## config.mk

```make
export PLATFORM = sky130hd
export DESIGN_NAME = array_scheduler
export DESIGN_NICKNAME = d
export VERILOG_FILES = /design/src/rtl/sched_pkg.sv /design/src/rtl/step_timer.sv /design/src/rtl/array_scheduler.sv
export SDC_FILE = /design/constraint.sdc
export NUM_CORES = 1
export LEC_CHECK = 0
export ABC_AREA = 1
export CORE_UTILIZATION = 30
export CTS_CLUSTER_SIZE = 24
export DETAILED_ROUTE_END_ITERATION = 10
export PLACE_DENSITY = 0.56
export SLEW_MARGIN = 15
export SYNTH_ARGS = -nofsm -noshare
export SYNTH_HDL_FRONTEND = slang
export SYNTH_SLANG_ARGS = --single-unit
```

## constraint.sdc

```tcl
create_clock -name clk -period 2.61 [get_ports clk]
set_input_delay 0.522 -clock clk [delete_from_list [all_inputs] [get_ports clk]]
set_output_delay 0.522 -clock clk [all_outputs]
set_load 0.01 [all_outputs]
```

## src/rtl/sched_pkg.sv

```systemverilog
// -----------------------------------------------------------------------------
// sched_pkg
// Shared types and sizing helpers for the systolic-array scheduler.
//   state_e   : scheduler FSM states (IDLE, LOAD, COMPUTE, DONE)
//   cnt_width : width of a counter whose largest value is max_val
//               ($clog2(max_val+1), never less than one bit)
// -----------------------------------------------------------------------------
package sched_pkg;

  typedef enum logic [1:0] {
    IDLE    = 2'd0,
    LOAD    = 2'd1,
    COMPUTE = 2'd2,
    DONE    = 2'd3
  } state_e;

  function automatic int cnt_width(input int max_val);
    if (max_val < 1) begin
      return 1;
    end else begin
      return $clog2(max_val + 1);
    end
  endfunction

endpackage

```

## src/rtl/step_timer.sv

```systemverilog
// -----------------------------------------------------------------------------
// step_timer
// Counts STEP_CYCLES enabled cycles while run is high and flags the last cycle
// of each step with step_tick.
// Ports:
//   clk       in   clock
//   reset     in   synchronous active-high reset
//   enable    in   global advance; low freezes the count
//   clear     in   restart the count at zero (wavefront entry)
//   run       in   count while high, otherwise the count is parked at zero
//   step_tick out  high during the final enabled cycle of a step
// -----------------------------------------------------------------------------
module step_timer
  import sched_pkg::*;
#(
  parameter int STEP_CYCLES = 4
) (
  input  logic clk,
  input  logic reset,
  input  logic enable,
  input  logic clear,
  input  logic run,
  output logic step_tick
);

  localparam int TW = cnt_width(STEP_CYCLES - 1);
  localparam logic [TW-1:0] T_LAST = TW'(STEP_CYCLES - 1);

  logic [TW-1:0] cnt_r;

  // cycle-within-step counter
  always_ff @(posedge clk) begin
    if (reset) begin
      cnt_r <= '0;
    end else if (enable) begin
      if (clear) begin
        cnt_r <= '0;
      end else if (run) begin
        if (cnt_r == T_LAST) begin
          cnt_r <= '0;
        end else begin
          cnt_r <= cnt_r + TW'(1'b1);
        end
      end else begin
        cnt_r <= '0;
      end
    end else begin
      cnt_r <= cnt_r;
    end
  end

  // tick is deliberately independent of clear so it never loops back through
  // the scheduler's next-state logic
  assign step_tick = enable && run && (cnt_r == T_LAST);

endmodule

```

## src/rtl/array_scheduler.sv

```systemverilog
// -----------------------------------------------------------------------------
// array_scheduler
// Sequences one weight-load + diagonal-wavefront compute pass over a
// ROWS x COLS processing-element array.
// Ports:
//   clk           in   clock
//   reset         in   synchronous active-high reset (beats enable and start)
//   enable        in   global advance; low freezes state and outputs
//   start         in   request a pass (accepted only in IDLE)
//   reuse_weights in   skip the LOAD phase (only with SCHED_REUSE_WEIGHTS_EN)
//   load_weight   out  one-hot per-row weight-load strobe
//   enable_mult   out  per-row multiply enable
//   busy          out  high during LOAD and COMPUTE
//   done          out  one-cycle completion pulse
// Build option: define SCHED_REUSE_WEIGHTS_EN to add the reuse_weights port.
// All outputs are registered decodes of the current state, so they trail the
// state register by one enabled cycle.
// -----------------------------------------------------------------------------
module array_scheduler
  import sched_pkg::*;
#(
  parameter int ROWS        = 4,
  parameter int COLS        = 4,
  parameter int STEP_CYCLES = 4
) (
  input  logic            clk,
  input  logic            reset,
  input  logic            enable,
  input  logic            start,
`ifdef SCHED_REUSE_WEIGHTS_EN
  input  logic            reuse_weights,
`endif
  output logic [ROWS-1:0] load_weight,
  output logic [ROWS-1:0] enable_mult,
  output logic            busy,
  output logic            done
);

  localparam int ROW_W  = cnt_width(ROWS - 1);
  localparam int STEP_W = cnt_width(ROWS + COLS - 2);
  localparam logic [ROW_W-1:0]  ROW_LAST  = ROW_W'(ROWS - 1);
  localparam logic [STEP_W-1:0] STEP_LAST = STEP_W'(ROWS + COLS - 2);

  state_e              state_r, state_n;
  logic [ROW_W-1:0]    row_r, row_n;
  logic [STEP_W-1:0]   step_r, step_n;
  logic                reuse_s;
  logic                step_tick_s;
  logic                enter_compute_s;
  logic [ROWS-1:0]     load_weight_s, enable_mult_s;
  logic                busy_s, done_s;
  logic [ROWS-1:0]     load_weight_r, enable_mult_r;
  logic                busy_r, done_r;

`ifdef SCHED_REUSE_WEIGHTS_EN
  assign reuse_s = reuse_weights;
`else
  assign reuse_s = 1'b0;
`endif

  // COMPUTE is entered either straight from IDLE (weights reused) or after the
  // last row strobe; derived from current state only to keep it loop-free
  assign enter_compute_s = ((state_r == IDLE) && start && reuse_s) ||
                           ((state_r == LOAD) && (row_r == ROW_LAST));

  step_timer #(
    .STEP_CYCLES (STEP_CYCLES)
  ) u_step_timer (
    .clk       (clk),
    .reset     (reset),
    .enable    (enable),
    .clear     (enter_compute_s),
    .run       (state_r == COMPUTE),
    .step_tick (step_tick_s)
  );

  // next-state and counter logic
  always_comb begin
    state_n = state_r;
    row_n   = row_r;
    step_n  = step_r;
    case (state_r)
      IDLE: begin
        if (start) begin
          row_n  = '0;
          step_n = '0;
          if (reuse_s) begin
            state_n = COMPUTE;
          end else begin
            state_n = LOAD;
          end
        end else begin
          state_n = IDLE;
        end
      end
      LOAD: begin
        if (row_r == ROW_LAST) begin
          state_n = COMPUTE;
          row_n   = '0;
          step_n  = '0;
        end else begin
          row_n = row_r + ROW_W'(1'b1);
        end
      end
      COMPUTE: begin
        if (step_tick_s) begin
          if (step_r == STEP_LAST) begin
            state_n = DONE;
            step_n  = '0;
          end else begin
            step_n = step_r + STEP_W'(1'b1);
          end
        end else begin
          state_n = COMPUTE;
        end
      end
      DONE: begin
        state_n = IDLE;
      end
      default: begin
        state_n = IDLE;
        row_n   = '0;
        step_n  = '0;
      end
    endcase
  end

  // output decode of the current state, captured into output registers
  always_comb begin
    load_weight_s = '0;
    enable_mult_s = '0;
    busy_s        = 1'b0;
    done_s        = 1'b0;
    case (state_r)
      IDLE: begin
        busy_s = 1'b0;
      end
      LOAD: begin
        load_weight_s[row_r] = 1'b1;
        busy_s               = 1'b1;
      end
      COMPUTE: begin
        busy_s = 1'b1;
        // row i is active while the wavefront covers it: i <= s < i+COLS
        for (int i = 0; i < ROWS; i++) begin
          enable_mult_s[i] = (int'(step_r) >= i) && (int'(step_r) < i + COLS);
        end
      end
      DONE: begin
        done_s = 1'b1;
      end
      default: begin
        busy_s = 1'b0;
      end
    endcase
  end

  // state, counters and registered outputs; enable low holds everything
  always_ff @(posedge clk) begin
    if (reset) begin
      state_r       <= IDLE;
      row_r         <= '0;
      step_r        <= '0;
      load_weight_r <= '0;
      enable_mult_r <= '0;
      busy_r        <= 1'b0;
      done_r        <= 1'b0;
    end else if (enable) begin
      state_r       <= state_n;
      row_r         <= row_n;
      step_r        <= step_n;
      load_weight_r <= load_weight_s;
      enable_mult_r <= enable_mult_s;
      busy_r        <= busy_s;
      done_r        <= done_s;
    end else begin
      state_r       <= state_r;
      row_r         <= row_r;
      step_r        <= step_r;
      load_weight_r <= load_weight_r;
      enable_mult_r <= enable_mult_r;
      busy_r        <= busy_r;
      done_r        <= done_r;
    end
  end

  assign load_weight = load_weight_r;
  assign enable_mult = enable_mult_r;
  assign busy        = busy_r;
  assign done        = done_r;

endmodule

```

==> flow_summary.ini <==
[detailed_routing]
ant_nets = 0
first_iter_violations = 44
wl_per_cell_um = 9.77
drt_pass1_iterations = 4
drt-vias-per-instance = 4.43
routed_wirelength_um = 1920
vias = 868
drc_errors = 0

[sta]
slew_violations = 0
finalHoldViolCount = 0
setup-violations-final = 0
fin_crit_ns = 1.76
relSlewSlack_pct = 73.2
fmax_ghz = 0.568
finalCritPeriodShare_pct = 67.5
worst_pin_slew_ns = 0.401
finClkSkew_ns = 0.00738
grt_setup_unrepaired = no
tns_ns = 0

[grt]
grt_max_degree = 14
grt_pass1_vias = 827
overflow = 0
antenna_found_initial = 0
grtUsageTotal_pct = 12.5
grt_first_pass_wirelength_um = 3410

[synthesis]
synthSimpleGateAreaFrac_pct = 29.0
synth_edf_count = 0
synth_commonest_cells = nand2_1 (30), dfxtp_1 (19), nor2_1 (19), inv_1 (14)
synth_area_leader_cell = dfxtp_1
synth_top_cell_area_share_pct = 37.9
synth-xor-area-share_pct = 0
netlist-cell-type-count = 18
synth_fp_nets = 154
synthTopCellsByArea = dfxtp_1 (38%), ha_1 (15%), nand2_1 (11%)
syn-cell-area_sq_um = 1000
synth_top_family_by_area = simple AND/OR/NAND/NOR gates
synth.most_common_cell = nand2_1
synth_cells = 138
synth-compound-area-share_pct = 10.6
yosys_warnings = 0
ys_seq_elements = 19
yosysSeqAreaShare_pct = 37.9
ys.flop_type = dfxtp_1
yosys-mux-area-fraction_pct = 0
synthArstFlopShare_pct = 0
syn_avg_cell_area_sq_um = 7.28
yosys.area_share.adder_pct = 14.9

[final_layout]
drive_above_1_share_pct = 6.58
diodes = 0
nets = 169
final_cells = 196
num-fill-cells = 330
stdcell_area_sq_um = 1200
syn_to_final_growth_pct = 19.1

[pwr]
vdd_drop_max_uv = 227
power.static_leakage_nw = 0.525
p_total_uw = 614
power_density_nw_per_um2 = 513

[worst_setup_path]
worstSetupPathType = primary input to flop
cp.required_ns = 2.82
r2r_cells = 8
crit_path_top_delay_cell = clkdlybuf4s50_1
cp-end-kind = flop
crit_chain = clkdlybuf4s50_1, inv_1, nor2_1, o21ai_2, nor2_1, nor2_1
max_stage_delay_ns = 0.71
cp_common_cell = nor2_1
crit_arrival_ns = 1.97
cp_max_fo = 13
start_kind = primary input

[placed_design]
dp_cells = 192
port_buffers = 13
place_area_sq_um = 1170
routabilityCongestion = 0.842
hpwlAfterDp_um = 1490

[outcome]
status = completed

[die]
fp-row-count = 20
dieArea_sq_um = 3580
fp.dieW_um = 59.9
core_region_area_sq_um = 3100
num_io_pins = 14
die_h_um = 59.9
start_util_pct = 32.4

[clocking]
clockBufferDepth = 2
cts.sinks = 19
holdBufCountCts = 0
cts_root_buf = clkbuf_4
numCtsBuffers = 3
cts_tree = done
cts-resized-gates = 0
insertion_delay_ns = 0.30
postCtsSetupBuffers = 0
cts_max_level = 1
clk_pin_slew_worst_paths_ns = 0.11

[worst_hold_path]
hold-path-cell-count = 2
hold_class = flop to flop

[flow_run]
cap_viol_max_count = 0
-- kinds of logic (layout without fill, tap and decap cells) --
logic type / Yosys count / in the layout
buffers and inverters: 18 / 32
adders and majority gates: 12 / 12
and+or+nand+nor: 69 / 69
AOI/OAI and AO/OA: 20 / 20
DFF: 19 / 19
-- area by class of cell --
type / instances / area, sq um / share of cell area (%)
clock buffer: 4 / 26.3 / 2.20
sequential: 19 / 380 / 31.8
multi-input combinational: 101 / 548 / 45.8
inverter: 15 / 56.3 / 4.71
timing repair buffer: 13 / 130 / 10.9
tap: 44 / 55.1 / 4.60
-- cells in the final DEF (no fill, tap or decap), drive strengths merged --
cell	count
a21boi	1
a21oi	12
clkbuf	4
clkdlybuf4s50	13
dfxtp	19
ha	12
inv	15
nand2	32
nand3	10
nand4	1
nor2	22
nor3	4
o21ai	7
-- through the flow --
stage          hold slack (ns)  utilization, %  worst slack (ns)
6_report                 0.473            38.5             0.848
4_1_cts                  0.476            38.5             0.841
3_5_place_dp             0.458            37.7             0.515
3_3_place_gp             0.463            37.7             0.584
5_1_grt                  0.503            38.5             0.653
2_1_floorplan            0.448               -              1.38
-- routing by layer --
metal  GRT usage, %  share of wire [%]
met1           15.5                 50
met2           20.5                 46
met3           3.90                3.3
met4           3.99               0.57
met5              0                  0
-- worst max-delay path, delay by kind of cell --
kind	cells	cell delay, ns
AND/OR/NAND/NOR	3	0.35
buffers and inverters	2	1.00
AO/OA/AOI/OAI	1	0.09
-- sequential cells by signal (all words and copies together), names as in the netlist --
| name | count |
|---|---|
| busy | 1 |
| done | 1 |
| enable_mult | 4 |
| load_weight | 4 |
| row_r | 2 |
| state_r | 2 |
| step_r | 3 |
| u_step_timer.cnt_r | 2 |
-- power breakdown --
group	switching [mW]	total (mW)	leakage [nW]	internal [mW]
registers	0.0177	0.327	0.155	0.309
logic	0.0835	0.139	0.355	0.0552
clock network	0.0890	0.149	0.0150	0.0595
-- path summary, 6_finish.rpt --
check | start | slack, ns | endpoint
setup / recovery | enable | 0.85 | state_r[0]
hold / removal | load_weight[1] | 0.47 | load_weight[1]
setup reg to reg | state_r[1] | 1.21 | step_r[2]
hold reg to reg | load_weight[1] | 0.47 | load_weight[1]
Note: power is estimated with default switching activity, not from simulation.
